### config.mk
export PLATFORM = sky130hd
export DESIGN_NAME = seq_timing_gen_flat
export DESIGN_NICKNAME = d
export VERILOG_FILES = /design/src/rtl/seq_timing_gen_if.sv /design/src/rtl/seq_timing_gen.sv /design/src/flat_wrapper.sv
export SDC_FILE = /design/constraint.sdc
export NUM_CORES = 1
export LEC_CHECK = 0
export CAP_MARGIN = 15
export CORE_AREA = 8 8 51 64
export DETAILED_ROUTE_END_ITERATION = 8
export DIE_AREA = 0 0 59 72
export HOLD_SLACK_MARGIN = 0.03
export PLACE_DENSITY = 0.77
export SYNTH_ARGS = -nofsm -noshare
export SYNTH_HDL_FRONTEND = slang
export SYNTH_SLANG_ARGS = --single-unit
### constraint.sdc
create_clock -name clk -period 2 [get_ports clk]
set_input_delay 0.3 -clock clk [delete_from_list [all_inputs] [get_ports clk]]
set_output_delay 0.3 -clock clk [all_outputs]
set_load 0.005 [all_outputs]
### src/rtl/seq_timing_gen_if.sv
// ============================================================================
// Module      : seq_timing_gen_if
// Description : Control/status bundle for seq_timing_gen. The master side is
//               the control unit driving run/clear/increment/load/step
//               requests. The slave side is the timing generator, which
//               returns the step counter, its one-hot decode and status.
//   Signals   : S, CLR, INR, LD, LD_VAL[CW], LIMIT[CW], STEP_MODE, STEP_GO
//               (master -> slave); SQ[CW], T[N_STEPS], tc, wrap, err
//               (slave -> master)
// Revision    : 1.0 - initial release
// ============================================================================
`default_nettype none

interface seq_timing_gen_if #(
  parameter int N_STEPS = 16
);
  localparam int CW = (N_STEPS > 2) ? $clog2(N_STEPS) : 1;

  logic               S;
  logic               CLR;
  logic               INR;
  logic               LD;
  logic [CW-1:0]      LD_VAL;
  logic [CW-1:0]      LIMIT;
  logic               STEP_MODE;
  logic               STEP_GO;
  logic [CW-1:0]      SQ;
  logic [N_STEPS-1:0] T;
  logic               tc;
  logic               wrap;
  logic               err;

  modport master (
    output S, CLR, INR, LD, LD_VAL, LIMIT, STEP_MODE, STEP_GO,
    input  SQ, T, tc, wrap, err
  );

  modport slave (
    input  S, CLR, INR, LD, LD_VAL, LIMIT, STEP_MODE, STEP_GO,
    output SQ, T, tc, wrap, err
  );
endinterface

`default_nettype wire

### src/rtl/seq_timing_gen.sv
// ============================================================================
// Module      : seq_timing_gen
// Description : Parametrised sequence counter. It holds a binary step count SQ
//               and decodes it into one-hot timing strobes T. It also provides
//               a runtime end step, wrap/saturate behaviour, parallel load,
//               single-step debug mode and terminal-count/wrap/error status.
//   clk       : rising-edge clock
//   rst_n     : asynchronous active-low reset
//   bus       : seq_timing_gen_if slave modport (controls in, SQ/T/status out)
// Revision    : 1.0 - initial release
// ============================================================================
`default_nettype none

module seq_timing_gen #(
  parameter int N_STEPS    = 16,
  parameter int SATURATE   = 0,
  parameter int RESET_STEP = 0
) (
  input  logic            clk,
  input  logic            rst_n,
  seq_timing_gen_if.slave bus
);

  localparam int            CW       = (N_STEPS > 2) ? $clog2(N_STEPS) : 1;
  localparam logic [CW-1:0] MAX_STEP = CW'(N_STEPS - 1);
  localparam logic [CW-1:0] RST_SQ   = CW'(RESET_STEP);

  logic [CW-1:0] sq;
  logic          wrap_q;
  logic          err_q;
  logic          step_go_q;
  logic          step_armed;
  logic [CW-1:0] lim;
  logic          step_pulse;
  logic          adv;

  // Clamp the runtime end step to the last implemented step.
  assign lim = (bus.LIMIT > MAX_STEP) ? MAX_STEP : bus.LIMIT;

  // step_armed stays low after reset until STEP_GO has been seen low.
  // Without it, a strobe held high through reset release would look like a
  // fresh rising edge, because step_go_q restarts at 0.
  assign step_pulse = bus.STEP_GO & ~step_go_q & step_armed;
  assign adv        = bus.S & bus.INR & (~bus.STEP_MODE | step_pulse);

  always_ff @(posedge clk or negedge rst_n) begin
    if (!rst_n) begin
      sq         <= RST_SQ;
      wrap_q     <= 1'b0;
      err_q      <= 1'b0;
      step_go_q  <= 1'b0;
      step_armed <= 1'b0;
    end else begin
      // The edge detector runs even while S=0, so a strobe that rises while
      // the counter is frozen is consumed rather than deferred.
      step_go_q <= bus.STEP_GO;
      if (!bus.STEP_GO) begin
        step_armed <= 1'b1;
      end
      wrap_q <= 1'b0;
      if (bus.S) begin
        if (bus.CLR) begin
          sq    <= '0;
          err_q <= 1'b0;
        end else if (bus.LD) begin
          if (bus.LD_VAL <= lim) begin
            sq <= bus.LD_VAL;
          end else begin
            sq    <= lim;
            err_q <= 1'b1;
          end
        end else if (adv) begin
          // Using >= means a count left above a newly lowered limit
          // terminates on the next increment.
          if (sq < lim) begin
            sq <= sq + CW'(1);
          end else if (SATURATE != 0) begin
            err_q <= 1'b1;
          end else begin
            sq     <= '0;
            wrap_q <= 1'b1;
          end
        end
      end
    end
  end

  assign bus.SQ   = sq;
  assign bus.T    = {{(N_STEPS-1){1'b0}}, 1'b1} << sq;
  assign bus.tc   = (sq == lim);
  assign bus.wrap = wrap_q;
  assign bus.err  = err_q;

endmodule

`default_nettype wire

### src/flat_wrapper.sv
// flat-port wrapper written by rule: the top's interface ports become plain ports
module seq_timing_gen_flat 
#(
  parameter int N_STEPS    = 16,
  parameter int SATURATE   = 0,
  parameter int RESET_STEP = 0
)
  (clk, rst_n, bus_S, bus_CLR, bus_INR, bus_LD, bus_LD_VAL, bus_LIMIT, bus_STEP_MODE, bus_STEP_GO, bus_SQ, bus_T, bus_tc, bus_wrap, bus_err);
  seq_timing_gen_if #(.N_STEPS(N_STEPS)) bus_i ();
  input  logic clk;
  input  logic rst_n;
  input wire logic [$bits(bus_i.S)-1:0] bus_S;
  input wire logic [$bits(bus_i.CLR)-1:0] bus_CLR;
  input wire logic [$bits(bus_i.INR)-1:0] bus_INR;
  input wire logic [$bits(bus_i.LD)-1:0] bus_LD;
  input wire logic [$bits(bus_i.LD_VAL)-1:0] bus_LD_VAL;
  input wire logic [$bits(bus_i.LIMIT)-1:0] bus_LIMIT;
  input wire logic [$bits(bus_i.STEP_MODE)-1:0] bus_STEP_MODE;
  input wire logic [$bits(bus_i.STEP_GO)-1:0] bus_STEP_GO;
  output wire logic [$bits(bus_i.SQ)-1:0] bus_SQ;
  output wire logic [$bits(bus_i.T)-1:0] bus_T;
  output wire logic [$bits(bus_i.tc)-1:0] bus_tc;
  output wire logic [$bits(bus_i.wrap)-1:0] bus_wrap;
  output wire logic [$bits(bus_i.err)-1:0] bus_err;
  assign bus_i.S = bus_S;
  assign bus_i.CLR = bus_CLR;
  assign bus_i.INR = bus_INR;
  assign bus_i.LD = bus_LD;
  assign bus_i.LD_VAL = bus_LD_VAL;
  assign bus_i.LIMIT = bus_LIMIT;
  assign bus_i.STEP_MODE = bus_STEP_MODE;
  assign bus_i.STEP_GO = bus_STEP_GO;
  assign bus_SQ = bus_i.SQ;
  assign bus_T = bus_i.T;
  assign bus_tc = bus_i.tc;
  assign bus_wrap = bus_i.wrap;
  assign bus_err = bus_i.err;
  seq_timing_gen #(.N_STEPS(N_STEPS), .SATURATE(SATURATE), .RESET_STEP(RESET_STEP)) u_core (.clk(clk), .rst_n(rst_n), .bus(bus_i));
endmodule
======== After elaboration in Yosys (flattened, before gate mapping) ========
Cells that the tools add are included.
storage, ports and cells
  logic and storage cells ................. 37
  input port bits ......................... 16
  flip-flop bits (word level) ............. 8
  output and inout bits ................... 23
cells by class
  eq/ne operators ......................... 2
  $lt $le $gt $ge ......................... 3
  reduce and logical (&&, ||, !) cells .... 4
  $add $sub $neg .......................... 1
  shifts and indexed selects .............. 1
  mux-type cells .......................... 14
  bitwise operators ....................... 7
operator list
  kind                  count
  $mux 4                6
  $shl 1x4->16 const A  1
  $mux 1                8
  $add 4x1->4 const B   1
  $and 1x1->1           4
  $eq 4x4->1            1
  $gt 4x4->1 const B    1
  $le 4x4->1            1
  $lt 4x4->1            1
  $reduce_and 3->1      1
  $reduce_bool 3->1     1
  $ne 2x2->1 const B    1
  $not 1->1             2
  $reduce_and 2->1      1
  $reduce_bool 2->1     1
  $or 1x1->1            1

======== Logic depth before layout (Yosys ltp) ========
Gate-level depths: netlist (run 1).
  depth after elaboration ................. 9
  depth in mapped cells ................... 7
  gate-level depth less buffers ........... 7

======== Worst setup path after synthesis (run 1) ========
OpenSTA, ideal clock, no wires.
  path type ............................... reg2reg
  from .................................... register u_core.sq[0] (netlist: u_core.bus.SQ[0])
  to ...................................... register u_core.sq[2] (netlist: u_core.bus.SQ[2])
  stages on the path, launching flop included .. 6
  path slack .............................. 345 ps
  data arrival time ....................... 1589 ps
  buffers on the path ..................... 0
  required time ........................... 1934 ps
  setup time .............................. 66 ps
  clock period less this slack ............ 1655 ps
  cells stage by stage .................... dfrtp_1 ha_1 ha_1 or4_1 nand4_1 a22o_1
between the ends
  cells in the longest elaborated chain, start to end .. 5
  elaborated cells on any way between the ends .. 6
  classes of those cells .................. add/sub: 1; order compare: 1; mux: 4
ends and longest elaborated chain
  element                                    line                                        RTL
  start: declaration                         seq_timing_gen.sv:28                        logic [CW-1:0] sq;
  start signal: assignment                   seq_timing_gen.sv:67                        sq <= bus.LD_VAL;
  start signal: assignment                   seq_timing_gen.sv:69                        sq <= lim;
  start signal: assignment                   seq_timing_gen.sv:76                        sq <= sq + CW'(1);
  $add 4x1->4 or $lt 4x4->1 (tied branches)  seq_timing_gen.sv:76, seq_timing_gen.sv:75
  $mux 4 *                                   seq_timing_gen.sv:75                        if (sq < lim) begin
  $mux 4 *                                   seq_timing_gen.sv:72                        end else if (adv) begin
  $mux 4 *                                   seq_timing_gen.sv:65                        end else if (bus.LD) begin
  $mux 4 *                                   seq_timing_gen.sv:62                        if (bus.CLR) begin
Every way passes the cells marked *; elsewhere a longest branch is shown, timed or not. The select of a mux whose other input is x is not followed.
A chain may end at the register's enable or synchronous reset.

======== Worst setup path after layout (run 1) ========
  from .................................... register u_core.sq[1] (netlist: u_core.bus.SQ[1])
  to ...................................... output bus_T[11]
between the ends
  cells in the longest elaborated chain, start to end .. 1
ends and longest elaborated chain
  element           line                  RTL
  $shl 1x4->16      seq_timing_gen.sv:89  assign bus.T = {{(N_STEPS-1){1'b0}}, 1'b1} << sq;
  end: declaration  flat_wrapper.sv:21    output wire logic [$bits(bus_i.T)-1:0] bus_T;
No other way between the ends.

==> impl_results.md, run 1 <==
- Outcome: finished, final reports clean
- Post-route ant nets: 0
- Via count: 1014
- Met3 routed WL: 186 µm
- Unrepaired setup endpoints after global routing: yes
- Startpoint types: flop
- Area share of fa/ha/maj cells after synthesis: 18.9%
- Port bufs: 38
- Final Cycle Share: 97.2%
- Synth Warn #: 0
- Drt drc: 0
- Clock-pin slew on the worst setup and hold paths: 60 ps
- H-tree levels: 1
- WP data arrival: 1640 ps
- Top Layer Used: met4
- XOR/XNOR Fraction of Synth Area: 0.946%
- Commonest cells after routing, fill and taps aside: clkdlybuf4s50_1 (32), and2_1 (13), buf_4 (13)
- Dominant combinational cell family by area after synthesis: simple AND/OR/NAND/NOR gates
- Longest Clk Path Bufs: 2
- Final Hold Viols: 0
- Ports: 39
- Cells after Synth: around 110
- Max VDD drop: 0.000295 V
- Placed cell areas: ~1400 µm²
- Reg2reg setup slack: 190 ps
- Initial DRC Count: 30
- Met2 routed WL: around 1600 µm
- Hold WS: approximately 320 ps
- Pre-antenna DRT Iters: 4
- Root Buffer: clkbuf_4
- Area grow syn2layout: 68.1%
- Clock Latency Late Sink: 250 ps
- Die Ht: 72 µm
- #FFs+latches synth: 8
- P_leak: roughly 0.74 nW
- WP data required: 1700 ps
- Initial Utilization: 40.2%
- CP max FO: 6
- Cell area after synthesis: 926 µm²
- Compound-cell area share of the yosys netlist: approximately 18%
- Met1 WL: ~1100 µm
- Vias per std cell: 5.23
- Post-Synthesis Mean Instance Area: 8.65 µm²
- Pin count of the biggest net entering global routing: 15
- Initial antenna violation count: 0
- Wire per inst: 15.1 µm
- Final core occ: 67.6%
- Worst r2r src: u_core.bus.SQ[1]
- Total gr overflow: 0
- Diode count: 0
- Share of layout cells above drive strength 1: 26.7%
- DPL Wire Length: approximately 2400 µm
- Hold/Removal Path Class: in2async
- Fin. max-slew vios: 0
- Clock skew: roughly 0.8 ps
- Net Count, Synth: 137
- GPL Wtd Cong: 0.777
- Global-route usage over all layers: 12.8%
- FP Rows: 20
- CTS tree: done
- Path type of the worst setup path: reg2out
- Nets: approximately 190
- Part of the Yosys area used for sequential elements: approximately 22%
- Relative slew slack: around three quarters
- Final std cells w/o fill: 194
- Full die area: 4250 µm²
- Vias in the first global route: 1000
- Max Cap Viol: 0
- Endpoints failing setup: 0
- Post-cts hold buffer count: 0
- Min Tclk post-route: 1940 ps
- Most common cell after layout, fill and taps aside: clkdlybuf4s50_1
- CTS Buf Count: 3
- Final Cell Area: 1560 µm²
- Simple-gate portion of the synthesized area: 34.1%
- First-pass GRT wire length: 4420 µm
- CP Capture Type: primary output
- Mux cell area share after synthesis: 2.70%
- FMAX: 0.515 GHz
- Placed insts: 186
- Least-Margin Pin Slew: 360 ps
- Worst Reg-to-Reg Cells: 7
- Synth cell types: 35
- Final WL: roughly 2900 µm
- Capturing point of the worst reg2reg path: u_core.bus.SQ[2]
- Clock sinks: 8
- Pwr/cell area: 489 nW/µm²
- Core ar.: 2300 µm²
- Die Wd: 59 µm
repair_timing:
action / CTS / global route
setup endpoints to repair: 10 / 16
hold endpoints to repair: 0 / 0
buffers inserted: 1 / 4
resized for setup: 8 / 17
pin swaps: 0 / 1
cell families (layout without fill, tap and decap cells):
kind of cell | Yosys count | count (layout)
adder cells (fa/ha/maj) | 14 | 14
multiplexers | 2 | 2
flip-flops | 8 | 8
AND/OR/NAND/NOR | 54 | 54
AO/OA/AOI/OAI | 19 | 19
buffers and inverters | 9 | 63
XOR/XNOR | 1 | 1
flip-flops by register name, indices dropped and copies added (netlist names):
register           flops
u_core.bus.err         1
u_core.bus.SQ          4
u_core.step_armed      1
u_core.bus.wrap        1
u_core.step_go_q       1
power breakdown:
| part | switching, mW | internal, mW | leakage [nW] |
|---|---|---|---|
| combinational | 0.188 | 0.248 | 0.634 |
| clock | 0.0572 | 0.0688 | 0.0138 |
| sequential | 0.0186 | 0.180 | 0.0963 |
| total | 0.264 | 0.496 | 0.744 |
critical path, cell delays in order, from the launching register on:
cell,delay [ps]
dfrtp_2,450
ha_2,190
ha_1,180
and2_1,130
clkdlybuf4s50_1,440
metrics by stage:
stage	power [mW]	TNS [ps]	worst slack (ps)
4_1_cts	0.726	0	0.635
3_3_place_gp	0.572	-639	-158
2_1_floorplan	0.383	0	345
5_1_grt	0.813	-49.4	-29.8
3_5_place_dp	0.587	-865	-242
6_report	0.760	0	56.4
area by class of cell:
class | count | area (µm²)
inverters | 7 | 26.3
repair buffers | 53 | 508
fillers | 219 | 746
clock buffers | 3 | 22.5
multi-input cells | 90 | 756
flip-flops and latches | 8 | 203
well taps | 33 | 41.3
how the worst max path moves through the flow:
stage                                start                to  slack [ps]
after global routing          bus_LIMIT[1]  u_core.bus.SQ[3]         -30
after global placement        bus_LIMIT[1]  u_core.bus.SQ[3]        -160
after CTS                 u_core.bus.SQ[0]         bus_T[15]         0.6
after detailed placement      bus_LIMIT[1]  u_core.bus.SQ[3]        -240
final                     u_core.bus.SQ[1]         bus_T[11]          60
after floorplan           u_core.bus.SQ[0]  u_core.bus.SQ[2]         350
cells in the mapped netlist:
library cell / number / share of area (%)
nand3_1: 7 / 3.8
mux2_4: 1 / 1.6
nor2b_1: 4 / 2.7
dfrtp_1: 8 / 22
clkbuf_1: 1 / 0.41
and4b_1: 1 / 1.1
a311oi_2: 1 / 1.6
nor2_1: 8 / 3.2
nand2_1: 4 / 1.6
o211ai_4: 1 / 2.3
nand4_1: 4 / 2.7
and2_1: 13 / 8.8
a21o_1: 1 / 0.81
a31oi_1: 2 / 1.4
o21ai_0: 3 / 1.6
nor2b_4: 1 / 1.5
inv_1: 7 / 2.8
and4_1: 1 / 0.95
buf_2: 1 / 0.54
a21o_2: 2 / 1.9
a21oi_1: 5 / 2.7
and4_2: 1 / 1.1
nand2_2: 1 / 0.68
o41ai_4: 1 / 3.0
nor3_1: 2 / 1.1
ha_1: 14 / 19
nand2b_1: 2 / 1.4
or4_1: 1 / 0.81
and3_1: 3 / 2.0
or3_1: 1 / 0.68
a21oi_2: 1 / 0.95
xnor2_1: 1 / 0.95
a22o_1: 1 / 0.95
mux2i_1: 1 / 1.1
o21a_1: 1 / 0.81
metal layers:
layer | up-vias | track usage (%)
li1 | 496 | -
met1 | 472 | 12.4
met2 | 38 | 24.6
met3 | 8 | 2.65
met4 | 0 | 5.60
met5 | - | 0
(Power assumes the default switching activity.)
==> run 2, diff against run 1 <==
Settings changed: SKIP_LAST_GASP set to 1.
==> impl_results.md, run 2 (synthesis gave the netlist of run 1 again) <==
- Die Ht: 72 µm (unchanged)
- Hold/Removal Path Class: in2async
- WP data required: 2160 ps (+460 ps)
- Final Hold Viols: 0 (unchanged)
- Initial Utilization: 40.2% (unchanged)
- Root Buffer: clkbuf_4
- Placed insts: 186 (unchanged)
- H-tree levels: 1 (unchanged)
- Vias per std cell: 5.19 (-0.79%)
- Total gr overflow: 0 (unchanged)
- First-pass GRT wire length: 4420 µm (unchanged)
- Min Tclk post-route: 1960 ps (+15.6 ps)
- Max Cap Viol: 0 (unchanged)
- Relative slew slack: 75.8% (about the same)
- FP Rows: 20 (unchanged)
- FMAX: 0.510 GHz (-0.80%)
- CTS tree: done
- CP Capture Type: flop
- WP data arrival: 2120 ps (+480 ps)
- Clock Latency Late Sink: 260 ps (about the same)
- Startpoint types: primary input
- Pwr/cell area: 491 nW/µm² (+0.47%)
- GPL Wtd Cong: 0.777 (unchanged)
- Die Wd: 59 µm (unchanged)
- Final std cells w/o fill: 194 (unchanged)
- Core ar.: 2300 µm² (unchanged)
- Share of layout cells above drive strength 1: 26.7% (unchanged)
- Post-route ant nets: 0 (unchanged)
- Final Cell Area: 1550 µm² (-0.64%)
- Max reg flops: 4 (unchanged)
- Drt drc: 0 (unchanged)
- Initial antenna violation count: 0 (unchanged)
- Final WL: 2920 µm (-0.21%)
- Via count: 1006 (-0.79%)
- Fin. max-slew vios: 0 (unchanged)
- Diode count: 0 (unchanged)
- Placed cell areas: 1410 µm² (unchanged)
- Least-Margin Pin Slew: 362 ps (+1.10 ps)
- Unrepaired setup endpoints after global routing: yes
- Clock-pin slew on the worst setup and hold paths: 60 ps (about the same)
- Longest Clk Path Bufs: 2 (unchanged)
- Area grow syn2layout: 67.0%
- Pin count of the biggest net entering global routing: 15 (unchanged)
- Nets: 193 (unchanged)
- Endpoints failing setup: 0 (unchanged)
- Clock sinks: 8 (unchanged)
- Wire per inst: 15.0 µm (-0.21%)
- Path type of the worst setup path: in2reg
- Clock skew: 0.776 ps (-0.0452 ps)
- Outcome: finished, final reports clean
- Max VDD drop: 0.000299 V (+1.3%)
- P_leak: 0.742 nW (-0.22%)
- Most common cell after layout, fill and taps aside: clkdlybuf4s50_1
- Vias in the first global route: 1000 (unchanged)
- Commonest cells after routing, fill and taps aside: clkdlybuf4s50_1 (32), and2_1 (13), buf_4 (13)
- CTS Buf Count: 3 (unchanged)
- Full die area: 4250 µm² (unchanged)
- Final Cycle Share: 98.0% (+0.78 points)
- Initial DRC Count: 28 (-6.7%)
- CP max FO: 4 (-2)
- Ports: 39 (unchanged)
- DPL Wire Length: 2370 µm (unchanged)
- Pre-antenna DRT Iters: 4 (unchanged)
- Global-route usage over all layers: 12.8% (unchanged)
- Port bufs: 38 (unchanged)
run 2: timing repair:
item                       in CTS  in global routing
pin swaps                       0                  1
hold buffers                    0                  0
gates resized for setup         8                 16
setup buffers                   1                  4
setup endpoints to repair      10                 16
run 2: cell type report:
| class | instances | area (µm²) |
|---|---|---|
| clock buffers | 3 | 22.5 |
| fillers | 221 | 756 |
| inverters | 7 | 26.3 |
| multi-input cells | 90 | 746 |
| flip-flops and latches | 8 | 203 |
| well taps | 33 | 41.3 |
| repair buffers | 53 | 508 |
run 2: final timing paths:
path	start	cells past startpoint	endpoint	slack, ps
max in group asynchronous	rst_n	1	u_core.bus.SQ[1]	1400
hold / removal	rst_n	1	u_core.bus.SQ[3]	320
setup / recovery	bus_LIMIT[3]	8	u_core.bus.SQ[3]	40
setup reg to reg	u_core.bus.SQ[1]	7	u_core.bus.SQ[2]	190
min in group clk	u_core.step_armed	1	u_core.step_armed	470
hold reg to reg	u_core.step_armed	1	u_core.step_armed	470
run 2: report_power, final:
part | internal (mW) | switching, mW | leakage, nW | total (mW)
Clock | 0.0690 | 0.0590 | 0.0138 | 0.128
Sequential | 0.180 | 0.0186 | 0.0963 | 0.198
Combinational | 0.245 | 0.188 | 0.632 | 0.433
Total | 0.494 | 0.265 | 0.742 | 0.759
run 2: per-stage QoR:
stage	power (mW)	hold slack, ps	TNS, ps	utilization [%]	setup slack (ps)
after global placement	0.572	441	-639	61.4	-158
after CTS	0.726	331	0	63.5	0.635
after floorplan	0.383	4.41	0	-	345
after global routing	0.809	349	-82.6	67.2	-41.6
after detailed placement	0.587	455	-865	61.4	-242
final	0.759	318	0	67.2	40.8
run 2: metal layers:
layer	wire, µm	GRT usage, %	share of wire [%]
met3	190	2.65	6.5
met5	0	0	0
met1	1080	12.4	37
met2	1590	24.6	54
met4	55	5.60	1.9
run 2: critical path, stage by stage:
cell	delay (ps)
clkdlybuf4s50_1	480
inv_1	80
ha_2	390
buf_4	140
o211ai_4	90
nand2_2	70
mux2_4	300
a311oi_2	260
==> run 3, diff against run 2 <==
Settings changed: SKIP_LAST_GASP 1 to not set.
==> results of run 3 <==
No change in the layout: final DEF, timing and power equal those of run 1.
